<file path="config.mk">
export PLATFORM = sky130hd
export DESIGN_NAME = writeback_unit
export DESIGN_NICKNAME = d
export VERILOG_FILES = /design/src/rtl/core_pkg.sv /design/src/rtl/wb_load_fifo.sv /design/src/rtl/writeback_unit.sv
export SDC_FILE = /design/constraint.sdc
export NUM_CORES = 1
export LEC_CHECK = 0
export ABC_AREA = 1
export BUFFER_PORTS_ARGS = -buffer_cell sky130_fd_sc_hd__buf_4
export CORE_MARGIN = 3
export CORE_UTILIZATION = 53
export CTS_CLUSTER_DIAMETER = 100
export DETAILED_ROUTE_END_ITERATION = 10
export PLACE_DENSITY = 0.87
export REMOVE_ABC_BUFFERS = 1
export SYNTH_ARGS = -nofsm -noshare
export SYNTH_HDL_FRONTEND = slang
export SYNTH_SLANG_ARGS = --single-unit
</file>
<file path="constraint.sdc">
create_clock -name clk -period 1.95 [get_ports clk]
set_input_delay 0.195 -clock clk [delete_from_list [all_inputs] [get_ports clk]]
set_output_delay 0.195 -clock clk [all_outputs]
set_load 0.005 [all_outputs]
</file>
<file path="src/rtl/core_pkg.sv">
// Shared core definitions: data/register widths, the write-back request
// record and a register-address decode helper.
package core_pkg;

  localparam int XLEN       = 64;
  localparam int REG_ADDR_W = 5;
  localparam int NUM_REGS   = 32;

  typedef struct packed {
    logic [REG_ADDR_W-1:0] rd;
    logic [XLEN-1:0]       data;
  } wb_req_t;

  // One-hot register select; x0 never appears in the result.
  function automatic logic [NUM_REGS-1:0] rd_onehot(input logic [REG_ADDR_W-1:0] rd);
    logic [NUM_REGS-1:0] oh;
    oh    = {{(NUM_REGS-1){1'b0}}, 1'b1} << rd;
    oh[0] = 1'b0;
    return oh;
  endfunction

endpackage

</file>
<file path="src/rtl/wb_load_fifo.sv">
// Small circular FIFO holding accepted load results until the write port
// is free. Depth must be a power of two so the pointers wrap naturally.
module wb_load_fifo #(
  parameter int DEPTH = 2,
  parameter int WIDTH = 69
) (
  input  logic                     clk,
  input  logic                     reset,
  input  logic                     push,
  input  logic [WIDTH-1:0]         push_data,
  input  logic                     pop,
  output logic [$clog2(DEPTH):0]   count,
  output logic                     head_valid,
  output logic [WIDTH-1:0]         head_data
);

  localparam int PTR_W = $clog2(DEPTH);
  localparam int CNT_W = PTR_W + 1;
  localparam logic [PTR_W-1:0] PTR_ONE = PTR_W'(1);
  localparam logic [CNT_W-1:0] CNT_ONE = CNT_W'(1);

  logic [DEPTH-1:0][WIDTH-1:0] mem_q, mem_d;
  logic [PTR_W-1:0]            wr_ptr_q, wr_ptr_d;
  logic [PTR_W-1:0]            rd_ptr_q, rd_ptr_d;
  logic [CNT_W-1:0]            count_q, count_d;

  // Next-state for storage, pointers and occupancy.
  always_comb begin
    mem_d    = mem_q;
    wr_ptr_d = wr_ptr_q;
    rd_ptr_d = rd_ptr_q;
    count_d  = count_q;
    if (push) begin
      mem_d[wr_ptr_q] = push_data;
      wr_ptr_d        = wr_ptr_q + PTR_ONE;
    end else begin
      wr_ptr_d = wr_ptr_q;
    end
    if (pop) begin
      rd_ptr_d = rd_ptr_q + PTR_ONE;
    end else begin
      rd_ptr_d = rd_ptr_q;
    end
    case ({push, pop})
      2'b10:   count_d = count_q + CNT_ONE;
      2'b01:   count_d = count_q - CNT_ONE;
      default: count_d = count_q;
    endcase
  end

  // State registers.
  always_ff @(posedge clk) begin
    if (reset) begin
      mem_q    <= '0;
      wr_ptr_q <= {PTR_W{1'b0}};
      rd_ptr_q <= {PTR_W{1'b0}};
      count_q  <= {CNT_W{1'b0}};
    end else begin
      mem_q    <= mem_d;
      wr_ptr_q <= wr_ptr_d;
      rd_ptr_q <= rd_ptr_d;
      count_q  <= count_d;
    end
  end

  assign count      = count_q;
  assign head_valid = (count_q != {CNT_W{1'b0}});
  assign head_data  = mem_q[rd_ptr_q];

endmodule

</file>
<file path="src/rtl/writeback_unit.sv">
// Register-file write-side controller: ALU-priority arbitration against a
// queued load path, x0 filtering, and the pending-load scoreboard.
module writeback_unit
  import core_pkg::*;
#(
  parameter int XLEN     = core_pkg::XLEN,
  parameter int LQ_DEPTH = 2
) (
  input  logic                  clk,
  input  logic                  reset,
  input  logic                  alu_valid,
  input  logic [REG_ADDR_W-1:0] alu_rd,
  input  logic [XLEN-1:0]       alu_data,
  input  logic                  ld_valid,
  output logic                  ld_ready,
  input  logic [REG_ADDR_W-1:0] ld_rd,
  input  logic [XLEN-1:0]       ld_data,
  input  logic                  issue_valid,
  input  logic [REG_ADDR_W-1:0] issue_rd,
  output logic                  wb_we,
  output logic [REG_ADDR_W-1:0] wb_rd,
  output logic [XLEN-1:0]       wb_data,
  output logic [NUM_REGS-1:0]   pending
);

  localparam int CNT_W = $clog2(LQ_DEPTH) + 1;
  localparam int ENT_W = REG_ADDR_W + XLEN;
  localparam logic [CNT_W-1:0] LQ_FULL = CNT_W'(LQ_DEPTH);

  logic [CNT_W-1:0]      lq_count;
  logic                  lq_head_valid;
  logic [ENT_W-1:0]      lq_head;
  logic [REG_ADDR_W-1:0] head_rd;
  logic [XLEN-1:0]       head_data;
  logic                  ld_push;
  logic                  ld_pop;

  logic                  wb_we_q, wb_we_d;
  logic [REG_ADDR_W-1:0] wb_rd_q, wb_rd_d;
  logic [XLEN-1:0]       wb_data_q, wb_data_d;
  logic                  wb_from_ld_q, wb_from_ld_d;
  logic [NUM_REGS-1:0]   pending_q, pending_d;
  logic [NUM_REGS-1:0]   set_mask, clr_mask;

  assign ld_ready  = (lq_count < LQ_FULL);
  assign ld_push   = ld_valid && ld_ready;
  assign head_rd   = lq_head[XLEN +: REG_ADDR_W];
  assign head_data = lq_head[XLEN-1:0];

  wb_load_fifo #(
    .DEPTH (LQ_DEPTH),
    .WIDTH (ENT_W)
  ) u_load_fifo (
    .clk        (clk),
    .reset      (reset),
    .push       (ld_push),
    .push_data  ({ld_rd, ld_data}),
    .pop        (ld_pop),
    .count      (lq_count),
    .head_valid (lq_head_valid),
    .head_data  (lq_head)
  );

  // ALU wins the write port outright; the load head only drains on idle ALU cycles.
  always_comb begin
    ld_pop       = 1'b0;
    wb_we_d      = 1'b0;
    wb_rd_d      = wb_rd_q;
    wb_data_d    = wb_data_q;
    wb_from_ld_d = 1'b0;
    if (alu_valid) begin
      wb_we_d   = (alu_rd != {REG_ADDR_W{1'b0}});
      wb_rd_d   = alu_rd;
      wb_data_d = alu_data;
    end else if (lq_head_valid) begin
      ld_pop       = 1'b1;
      wb_we_d      = (head_rd != {REG_ADDR_W{1'b0}});
      wb_rd_d      = head_rd;
      wb_data_d    = head_data;
      wb_from_ld_d = 1'b1;
    end else begin
      wb_we_d = 1'b0;
    end
  end

  // A pending bit drops once the load's register-file write lands; a fresh issue wins.
  always_comb begin
    set_mask = {NUM_REGS{1'b0}};
    clr_mask = {NUM_REGS{1'b0}};
    if (issue_valid) begin
      set_mask = rd_onehot(issue_rd);
    end else begin
      set_mask = {NUM_REGS{1'b0}};
    end
    if (wb_we_q && wb_from_ld_q) begin
      clr_mask = rd_onehot(wb_rd_q);
    end else begin
      clr_mask = {NUM_REGS{1'b0}};
    end
    pending_d    = (pending_q & ~clr_mask) | set_mask;
    pending_d[0] = 1'b0;
  end

  // Output and scoreboard registers.
  always_ff @(posedge clk) begin
    if (reset) begin
      wb_we_q      <= 1'b0;
      wb_rd_q      <= {REG_ADDR_W{1'b0}};
      wb_data_q    <= {XLEN{1'b0}};
      wb_from_ld_q <= 1'b0;
      pending_q    <= {NUM_REGS{1'b0}};
    end else begin
      wb_we_q      <= wb_we_d;
      wb_rd_q      <= wb_rd_d;
      wb_data_q    <= wb_data_d;
      wb_from_ld_q <= wb_from_ld_d;
      pending_q    <= pending_d;
    end
  end

  assign wb_we   = wb_we_q;
  assign wb_rd   = wb_rd_q;
  assign wb_data = wb_data_q;
  assign pending = pending_q;

endmodule

</file>
==> results of run 1 <==
## worst paths after layout
check | start | endpoint | slack (ns) | depth (start not counted)
max | u_load_fifo.count[1] | u_load_fifo.mem_q[111] | 0.36 | 5
min | issue_rd[2] | pending[28] | 0.02 | 3
max reg2reg | u_load_fifo.count[1] | u_load_fifo.mem_q[111] | 0.36 | 5
min reg2reg | u_load_fifo.mem_q[33] | u_load_fifo.mem_q[33] | 0.44 | 2
## cells in the final DEF, fill, tap and decap left out
cell type and instances:
dfxtp_4 1, ha_1 1, inv_2 4, conb_1 1, nand3_1 44, nand3_4 1, nand2_1 323, nor2_1 73
clkinv_2 7, dfxtp_1 243, diode_2 3, o211ai_1 33, o21ai_0 190, a21oi_1 242, clkbuf_8 5, buf_4 264
xor2_1 1, a21boi_0 3, clkbuf_16 27, buf_12 8, nand3b_4 1, inv_1 143, clkinvlp_4 1, nor3_1 2
bufinv_16 4, clkinv_1 1, inv_4 1, nand4_1 7, nand2_4 1, clkbuf_1 3, nor2_4 2, dlygate4sd3_1 126
nor3b_1 1
## cells by family after synthesis
| logic type | count (synthesis) | share of synthesized area |
|---|---|---|
| AOI/OAI and AO/OA | 468 | 0.2377 |
| xor gates and xnor gates | 1 | 0.0008562 |
| adders and majority gates | 1 | 0.001223 |
| buffers and inverters | 254 | 0.1047 |
| DFF | 244 | 0.4774 |
| other | 1 | 0.0003665 |
| and+or+nand+nor | 455 | 0.1777 |
## critical path, delay by kind of cell, from the launching register on
| family | cells | cell delay [ns] |
|---|---|---|
| buf+inv | 2 | 0.54 |
| compound gates | 2 | 0.45 |
| flops | 1 | 0.42 |
| simple gates | 1 | 0.09 |
## state kept, by name, summed over array words and instances (netlist names)
name and cells:
pending 31, u_load_fifo.count 2, u_load_fifo.mem_q 138, u_load_fifo.rd_ptr_q 1, u_load_fifo.wr_ptr_q 1, wb_data 64, wb_from_ld_q 1, wb_rd 5
wb_we 1
## metrics by stage
| stage | TNS [ns] | power, W |
|---|---|---|
| finish | 0 | 0.01564 |
| global route | 0 | 0.01635 |
| CTS | 0 | 0.01544 |
| detailed placement | 0 | 0.01002 |
| global placement | 0 | 0.009874 |
| floorplan | -174.95 | 0.008311 |
## layer usage
metal / share of wire / up-vias / track usage / routed length, um
met5: 0 / - / 0 / 0
met4: 0.048 / 0 / 0.1463 / 1643
met3: 0.076 / 150 / 0.05497 / 2590
met2: 0.50 / 596 / 0.5427 / 16960
met1: 0.37 / 5121 / 0.3616 / 12700
li1: - / 5277 / - / -
## area by class of cell
cell class / count / area share
diodes: 3 / 0.0005213
flip-flops and latches: 244 / 0.3394
clock inverters: 12 / 0.01129
multi-input cells: 926 / 0.2983
inverters: 149 / 0.03901
well taps: 260 / 0.02259
clock buffers: 35 / 0.05248
repair buffers: 398 / 0.2363
## power by group through the flow
stage	registers (W)	clock network, W	logic (W)
global placement	0.00628	0	0.00360
global route	0.00632	0.00549	0.00454
floorplan	0.00637	0	0.00194
detailed placement	0.00630	0	0.00371
finish	0.00625	0.00525	0.00414
CTS	0.00621	0.00527	0.00396
## what timing repair did
action | CTS | global route
hold buffers | 126 | 0
endpoints found under the setup margin | 0 | 0
resized for setup | 0 | 0
endpoints found under the hold margin | 188 | 0
==> impl_metrics.csv, run 1 <==
group,metric,value,unit
final_layout,multi_input_area,4297,um^2
power,p_clk_frac,0.336,
placed_design,pre_cts_slack,0.4153,ns
yosys,syn_area,10230,um^2
setup_path,crit_chain,"inv_2 -> nand3_4 -> buf_4 -> o21ai_0 -> a21oi_1",
yosys,avgSynthCellArea,7.185,um^2
final_layout,final_cells,2027,
grt,grt_pass1_vias,11050,
final_layout,postLayoutCoreUtil,0.7648,
die,io_pins,251,
sta,min_period,1.591,ns
placed_design,io_buffers,249,
routing,drtIter0Drc,811,
grt,grt_max_degree,96,
cts,clk_pin_slew_worst_paths,0.06,ns
final_layout,synthToLayoutAreaGrowth,40.76,%
routing,vias_per_cell,5.498,
grt,groute.usage.overall,0.3073,
routing,first_pass_iters,5,
die,die_h,144.9,um
routing,finalWirelength,33.90,mm
power,swShare,0.3157,
placed_design,place_area,12210,um^2
yosys,synth_top_cell_by_area,"dfxtp_1",
setup_path,startpoint_type,"register",
setup_path,cp.arrival,2.02,ns
power,power_density,1086,nW/um^2
die,die_area,21010,um^2
setup_path,slowest_stage,"buf_4",
grt,overflow,0,
cts,post_cts_buffers,0,
sta,fmax,628.5,MHz
yosys,syn_inst,1424,
routing,vias,11144,
yosys,netlist_top_cells_count,"323 x nand2_1, 244 x dfxtp_1, 242 x a21oi_1",
cts,clockBufferDepth,3,
sta,clock_skew,0.008309,ns
power,p_comb_frac,0.265,
final_layout,fin_area,14400,um^2
sta,grt_setup_unrepaired,"false",
flow_run,cap_violations,0,
sta,fin_crit_sh,0.8159,
sta,maxSlewHeadroom,0.6390,
die,start_util,0.5433,
routing,drc_errors,0,
yosys,yosysMostFrequentCell,"nand2_1",
setup_path,path_max_fanout,50,
routing,ant_nets,0,
power,p_int,0.01070,W
yosys,synth_edf_count,0,
placed_design,hpwl,18.81,mm
die,die_w,144.9,um
placed_design,gp_congestion,0.8948,
yosys,async_flop_share,0,
grt,grt_pass1_wl,54.81,mm
sta,maxSlewViolCount,0,
yosys,synthTopCellsByArea,"dfxtp_1 48%, nand2_1 12%, a21oi_1 12%, o21ai_0 9.3%, inv_1 5.2%",
setup_path,critical_path_class,"register to register",
cts,insertion_delay,0.52,ns
sta,fin_ws,0.3590,ns
yosys,ys.flop_type,"dfxtp_1",
sta,final-setup-viol-count,0,
sta,timing.hold.ws,0.01922,ns
setup_path,worst_ep_required_time,2.38,ns
cts,cts_buffers,26,
cts,cts.sinks,244,
yosys,synth_top_area_share,0.4774,
power,ir_worst_vdd,0.0008295,V
yosys,yosysWarnings,0,
setup_path,critPathCaptureType,"register",
cts,cts_tree,"done",
status,status,"complete, no violations",
routing,wl_per_cell,16.72,um
sta,finalHoldViolations,0,
yosys,synth_seq_area_share,0.4774,
final_layout,nets,1894,
power,p_switching,0.004939,W
sta,worst_pin_slew,0.5409,ns
cts,root_buffer,"clkbuf_16",
setup_path,crit_path_max_incr_delay,0.43,ns
die,coreArea,18830,um^2
final_layout,seq_area,4888,um^2
grt,antenna_found_initial,3,
power,leakagePower,6.099,nW
final_layout,drive_above_1_share,0.1854,
yosys,synth_cell_types,25,
final_layout,fillers,1240,
cts,cts_max_level,1,
placed_design,dp.cells,1851,
die,row_count,50,
yosys,ys_ff_latch,244,
power,seqPwrFrac,0.399,
hold_path,min_path_type,"input pin to register",
Power figures use the tool's default switching activity.
==> inputs of run 2 (changes only) <==
clock period = 1.55 ns   (was 1.95 ns; I/O delays follow)
==> run 2 against run 1 <==
Against the previous run: global-route usage grew 0.70 points; clock-buffer cell count fell by 1; clock skew increased by 0.0082 ns; register-to-register slack lost 0.32 ns; hold slack got worse by 0.016 ns; via count rose by 1.9%; sequential power rose by 26%; clock power is 18% higher; first-iteration DRC count grew 16%; critical path type unchanged; largest power group unchanged.
==> impl_metrics.csv, run 2 (synthesis results as in run 1) <==
group,metric,value,unit
setup_path,timing.rr.end,"wb_data[17]",
sta,setup_tns,0,ns
grt,antenna_found_initial,1,
cts,cts_buffers,25,
setup_path,startpoint_type,"register",
setup_path,critPathCaptureType,"register",
setup_path,cp.arrival,1.90,ns
status,status,"complete, no violations",
final_layout,largest_reg_flops,138,
placed_design,dp.cells,1855,
cts,clk_pin_slew_worst_paths,0.07,ns
routing,first_pass_iters,6,
power,power_density,1349,nW/um^2
sta,clock_skew,0.01648,ns
placed_design,gp_congestion,0.9214,
setup_path,rr_startpoint,"u_load_fifo.count[1]",
final_layout,mostFrequentLayoutCells,"323 x nand2_1, 263 x buf_4, 241 x a21oi_1, 241 x dfxtp_1, 190 x o21ai_0",
final_layout,postLayoutCoreUtil,0.7721,
cts,cts_max_level,1,
setup_path,crit_path_max_incr_delay,0.35,ns
cts,cts.sinks,244,
sta,worst_pin_slew,0.5577,ns
cts,insertion_delay,0.52,ns
routing,drtIter0Drc,937,
die,row_count,50,
sta,finalHoldViolations,0,
final_layout,top_register,"u_load_fifo.mem_q",
setup_path,critical_path_class,"register to register",
sta,min_period,1.513,ns
die,die_area,21010,um^2
routing,dr_wl_met2,16.88,mm
final_layout,synthToLayoutAreaGrowth,42.11,%
sta,final-setup-viol-count,0,
sta,fin_crit_sh,0.9764,
final_layout,final_cells,2036,
sta,grt_setup_unrepaired,"false",
routing,drc_errors,0,
final_layout,final_common_cell,"nand2_1",
cts,post_cts_buffers,0,
placed_design,hpwl,18.58,mm
routing,vias_per_cell,5.576,
final_layout,drive_above_1_share,0.1870,
setup_path,path_max_fanout,21,
final_layout,nets,1907,
setup_path,crit_path_end,"wb_data[17]",
die,coreArea,18830,um^2
placed_design,pre_cts_slack,0.1101,ns
routing,finalWirelength,34.72,mm
routing,ant_nets,0,
routing,routed.top_layer,"met4",
flow_run,cap_violations,0,
setup_path,worst_ep_required_time,1.94,ns
power,leakagePower,6.155,nW
setup_path,crit_chain,"nor2_4 -> nand2_4 -> buf_4 -> o21ai_0 -> a21oi_1",
die,start_util,0.5433,
cts,cts_tree,"done",
routing,wl_met3,3.043,mm
power,ir_worst_vdd,0.001282,V
sta,fmax,660.8,MHz
sta,maxSlewHeadroom,0.6278,
grt,grt_pass1_vias,11272,
cts,root_buffer,"clkbuf_16",
grt,groute.usage.overall,0.3143,
hold_path,min_path_type,"input pin to register",
cts,clockBufferDepth,3,
sta,maxSlewViolCount,0,
routing,wl_per_cell,17.06,um
grt,grt_max_degree,90,
placed_design,io_buffers,249,
routing,wl_met1,12.73,mm
grt,overflow,0,
die,io_pins,251,
setup_path,rr_worst_depth,5,
die,die_h,144.9,um
die,die_w,144.9,um
grt,grt_pass1_wl,55.68,mm
setup_path,slowest_stage,"dfxtp_2",
setup_path,rrSetupSlack,0.04,ns
sta,fin_ws,0.03662,ns
routing,vias,11352,
setup_path,worstSetupStartpoint,"u_load_fifo.count[1]",
-- run 2: how the worst min path moves through the flow --
stage	start	end	slack [ns]	cells past startpoint
after floorplan	reset	pending[10]	0.22	1
after global placement	ld_data[22]	u_load_fifo.mem_q[91]	0.42	3
after detailed placement	ld_data[0]	u_load_fifo.mem_q[69]	0.42	3
after CTS	issue_rd[3]	pending[12]	0.0003	3
after global routing	issue_rd[3]	pending[28]	0.005	3
final	alu_data[35]	wb_data[35]	0.003	5
-- run 2: what timing repair did --
item | CTS | global route
resized for setup | 0 | 7
endpoints found under the setup margin | 0 | 14
endpoints found under the hold margin | 207 | 0
hold buffers | 135 | 0
-- run 2: cell type report --
cell class | count | area (um^2)
antenna | 1 | 2.502
clock buffer | 34 | 709.4
timing repair buffer | 412 | 3610
clock inverter | 10 | 131.4
inverter | 149 | 564.3
tap | 260 | 325.3
multi-input combinational | 926 | 4305
fill | 1175 | 4292
sequential | 244 | 4891
-- run 2: power by group --
group          internal, W  switching, W  leakage (nW)  total [W]
Combinational      0.00230       0.00326          3.73    0.00556
Sequential         0.00729      0.000569          2.01    0.00786
Clock              0.00370       0.00250         0.415    0.00620
-- run 2: metrics by stage --
stage	hold slack, ns	cell area [um^2]	power, W
global placement	0.4151	12290	0.01254
CTS	0.0002917	14490	0.01914
detailed placement	0.4243	12290	0.01271
global route	0.005391	14540	0.02050
floorplan	0.2241	9719	0.01046
finish	0.003005	14540	0.01962
-- run 2: per-layer routing --
| metal | GRT usage | vias to the layer above |
|---|---|---|
| met2 | 0.5451 | 685 |
| li1 | - | 5304 |
| met3 | 0.07058 | 182 |
| met1 | 0.3574 | 5181 |
| met4 | 0.1777 | 0 |
| met5 | 0 | - |
-- run 2: critical path: cells and delay by family (launching register included) --
family | cells | cell delay, ns
buffers and inverters | 1 | 0.26
AOI/OAI and AO/OA | 2 | 0.43
and+or+nand+nor | 2 | 0.34
DFF | 1 | 0.35
==> inputs of run 3 (changes only) <==
MAX_ROUTING_LAYER = met4   (was default)
==> run 3 against run 2 <==
Against the previous run: global-route usage up 0.76 points; final cell count rose by 0.34%; non-clock buffer count grew 5; core utilization up 0.30 points; combinational power increased by 1%; hold slack gained 0.020 ns; largest cell class unchanged; largest power group unchanged.
==> impl_metrics.csv, run 3 (synthesis results as in run 1) <==
group,metric,value,unit
status,status,"complete, no violations",
hold_path,worstHoldStart,"issue_rd[3]",
final_layout,mostFrequentLayoutCells,"323 x nand2_1, 265 x buf_4, 243 x dfxtp_1",
placed_design,pre_cts_slack,0.05934,ns
die,coreArea,18830,um^2
sta,timing.hold.ws,0.02287,ns
sta,worst_pin_slew,0.5838,ns
power,ir_worst_vdd,0.001107,V
die,start_util,0.5433,
setup_path,crit_path_end,"u_load_fifo.mem_q[23]",
grt,groute.usage.overall,0.3219,
setup_path,rr_worst_depth,6,
grt,overflow,0,
sta,setup_tns,0,ns
setup_path,worst_ep_required_time,1.93,ns
sta,fin_crit_sh,0.9748,
sta,maxSlewHeadroom,0.6104,
setup_path,crit_path_max_incr_delay,0.37,ns
power,power_density,1346,nW/um^2
setup_path,rr_startpoint,"u_load_fifo.count[1]",
cts,root_buffer,"clkbuf_16",
routing,vias,11492,
final_layout,drive_above_1_share,0.1865,
setup_path,crit_chain,"inv_2 -> buf_4 -> nand3b_4 -> buf_12 -> o21ai_0 -> a21oi_1",
routing,drtIter0Drc,1037,
routing,ant_nets,0,
grt,grt_pass1_wl,55.44,mm
placed_design,hpwl,18.94,mm
sta,fin_ws,0.03911,ns
sta,clock_skew,0.02057,ns
setup_path,worstSetupStartpoint,"u_load_fifo.count[1]",
sta,fmax,661.9,MHz
setup_path,critical_path_class,"register to register",
routing,finalWirelength,35.54,mm
final_layout,nets,1911,
final_layout,synthToLayoutAreaGrowth,42.66,%
grt,grt_pass1_vias,11366,
cts,cts_buffers,24,
setup_path,rrSetupSlack,0.04,ns
setup_path,slowest_stage,"dfxtp_1",
routing,vias_per_cell,5.625,
flow_run,cap_violations,0,
cts,clockBufferDepth,3,
power,leakagePower,6.177,nW
power,power.total,0.01965,W
routing,drc_errors,0,
setup_path,cp.arrival,1.89,ns
placed_design,io_buffers,249,
cts,clk_pin_slew_worst_paths,0.06,ns
die,die_h,144.9,um
final_layout,top_register,"u_load_fifo.mem_q",
setup_path,critPathCaptureType,"register",
grt,antenna_found_initial,3,
setup_path,path_max_fanout,50,
cts,cts.sinks,244,
setup_path,startpoint_type,"register",
final_layout,final_common_cell,"nand2_1",
routing,wl_per_cell,17.39,um
die,die_w,144.9,um
cts,cts_max_level,1,
hold_path,min_path_type,"input pin to register",
setup_path,timing.rr.end,"u_load_fifo.mem_q[23]",
cts,insertion_delay,0.52,ns
die,io_pins,251,
final_layout,largest_reg_flops,138,
sta,finalHoldViolations,0,
cts,cts_tree,"done",
die,row_count,50,
placed_design,gp_congestion,0.9274,
sta,maxSlewViolCount,0,
grt,grt_max_degree,90,
routing,first_pass_iters,5,
sta,final-setup-viol-count,0,
final_layout,postLayoutCoreUtil,0.7751,
sta,min_period,1.511,ns
die,die_area,21010,um^2
sta,grt_setup_unrepaired,"true",
-- run 3: changes by cell type in the layout (fill, tap and decap cells not counted), sizes merged --
cell | before | now
dlygate4sd3 | 135 | 137
clkbuf | 35 | 37
buf | 276 | 278
inv | 149 | 148
diode | 1 | 3
-- run 3: how the worst min path moves through the flow --
stage | slack (ns) | cells past startpoint | end
floorplan | 0.22 | 1 | pending[10]
global placement | 0.42 | 3 | u_load_fifo.mem_q[75]
detailed placement | 0.42 | 3 | u_load_fifo.mem_q[113]
CTS | 0.0001 | 3 | pending[28]
global route | 0.02 | 3 | pending[28]
finish | 0.02 | 3 | pending[28]
-- run 3: final cells by class --
type	instances	area [um^2]
Timing Repair Buffer	417	3665
Clock inverter	9	126.4
Fill cell	1219	4235
Inverter	149	564.3
Tap cell	260	325.3
Sequential cell	244	4888
Antenna cell	3	7.507
Multi-Input combinational cell	926	4305
Clock buffer	35	713.2
-- run 3: through the flow --
stage	cells	cell area, um^2
2_1_floorplan	1319	9719
3_3_place_gp	1857	12300
3_5_place_dp	1857	12300
4_1_cts	2038	14510
5_1_grt	2043	14600
6_report	2043	14600
-- run 3: worst max-delay path, delay by kind of cell (launching register included) --
kind	cells	cell delay (ns)
AO/OA/AOI/OAI	2	0.44
buffers and inverters	3	0.41
flip-flops	1	0.37
AND/OR/NAND/NOR	1	0.14
-- run 3: metal layers --
metal  wire, um  vias up  GRT usage  share of wire
met5          0        -          -              0
met4       1920        0     0.1805          0.054
met3       3002      171    0.05746          0.084
met2      17770      720     0.5549           0.50
met1      12840     5291     0.3520           0.36
li1           -     5310          -              -
-- run 3: what timing repair did --
action	in CTS	in global routing
gates resized for setup	0	7
setup buffers	0	0
hold buffers	137	0
endpoints found under the hold margin	206	0
endpoints found under the setup margin	0	25
-- run 3: report_power, final --
group	leakage (nW)	internal (W)	total [W]	switching, W
logic	3.76	0.00233	0.00562	0.00329
clock network	0.412	0.00370	0.00617	0.00247
registers	2.00	0.00728	0.00786	0.000575
total	6.18	0.0133	0.0196	0.00634
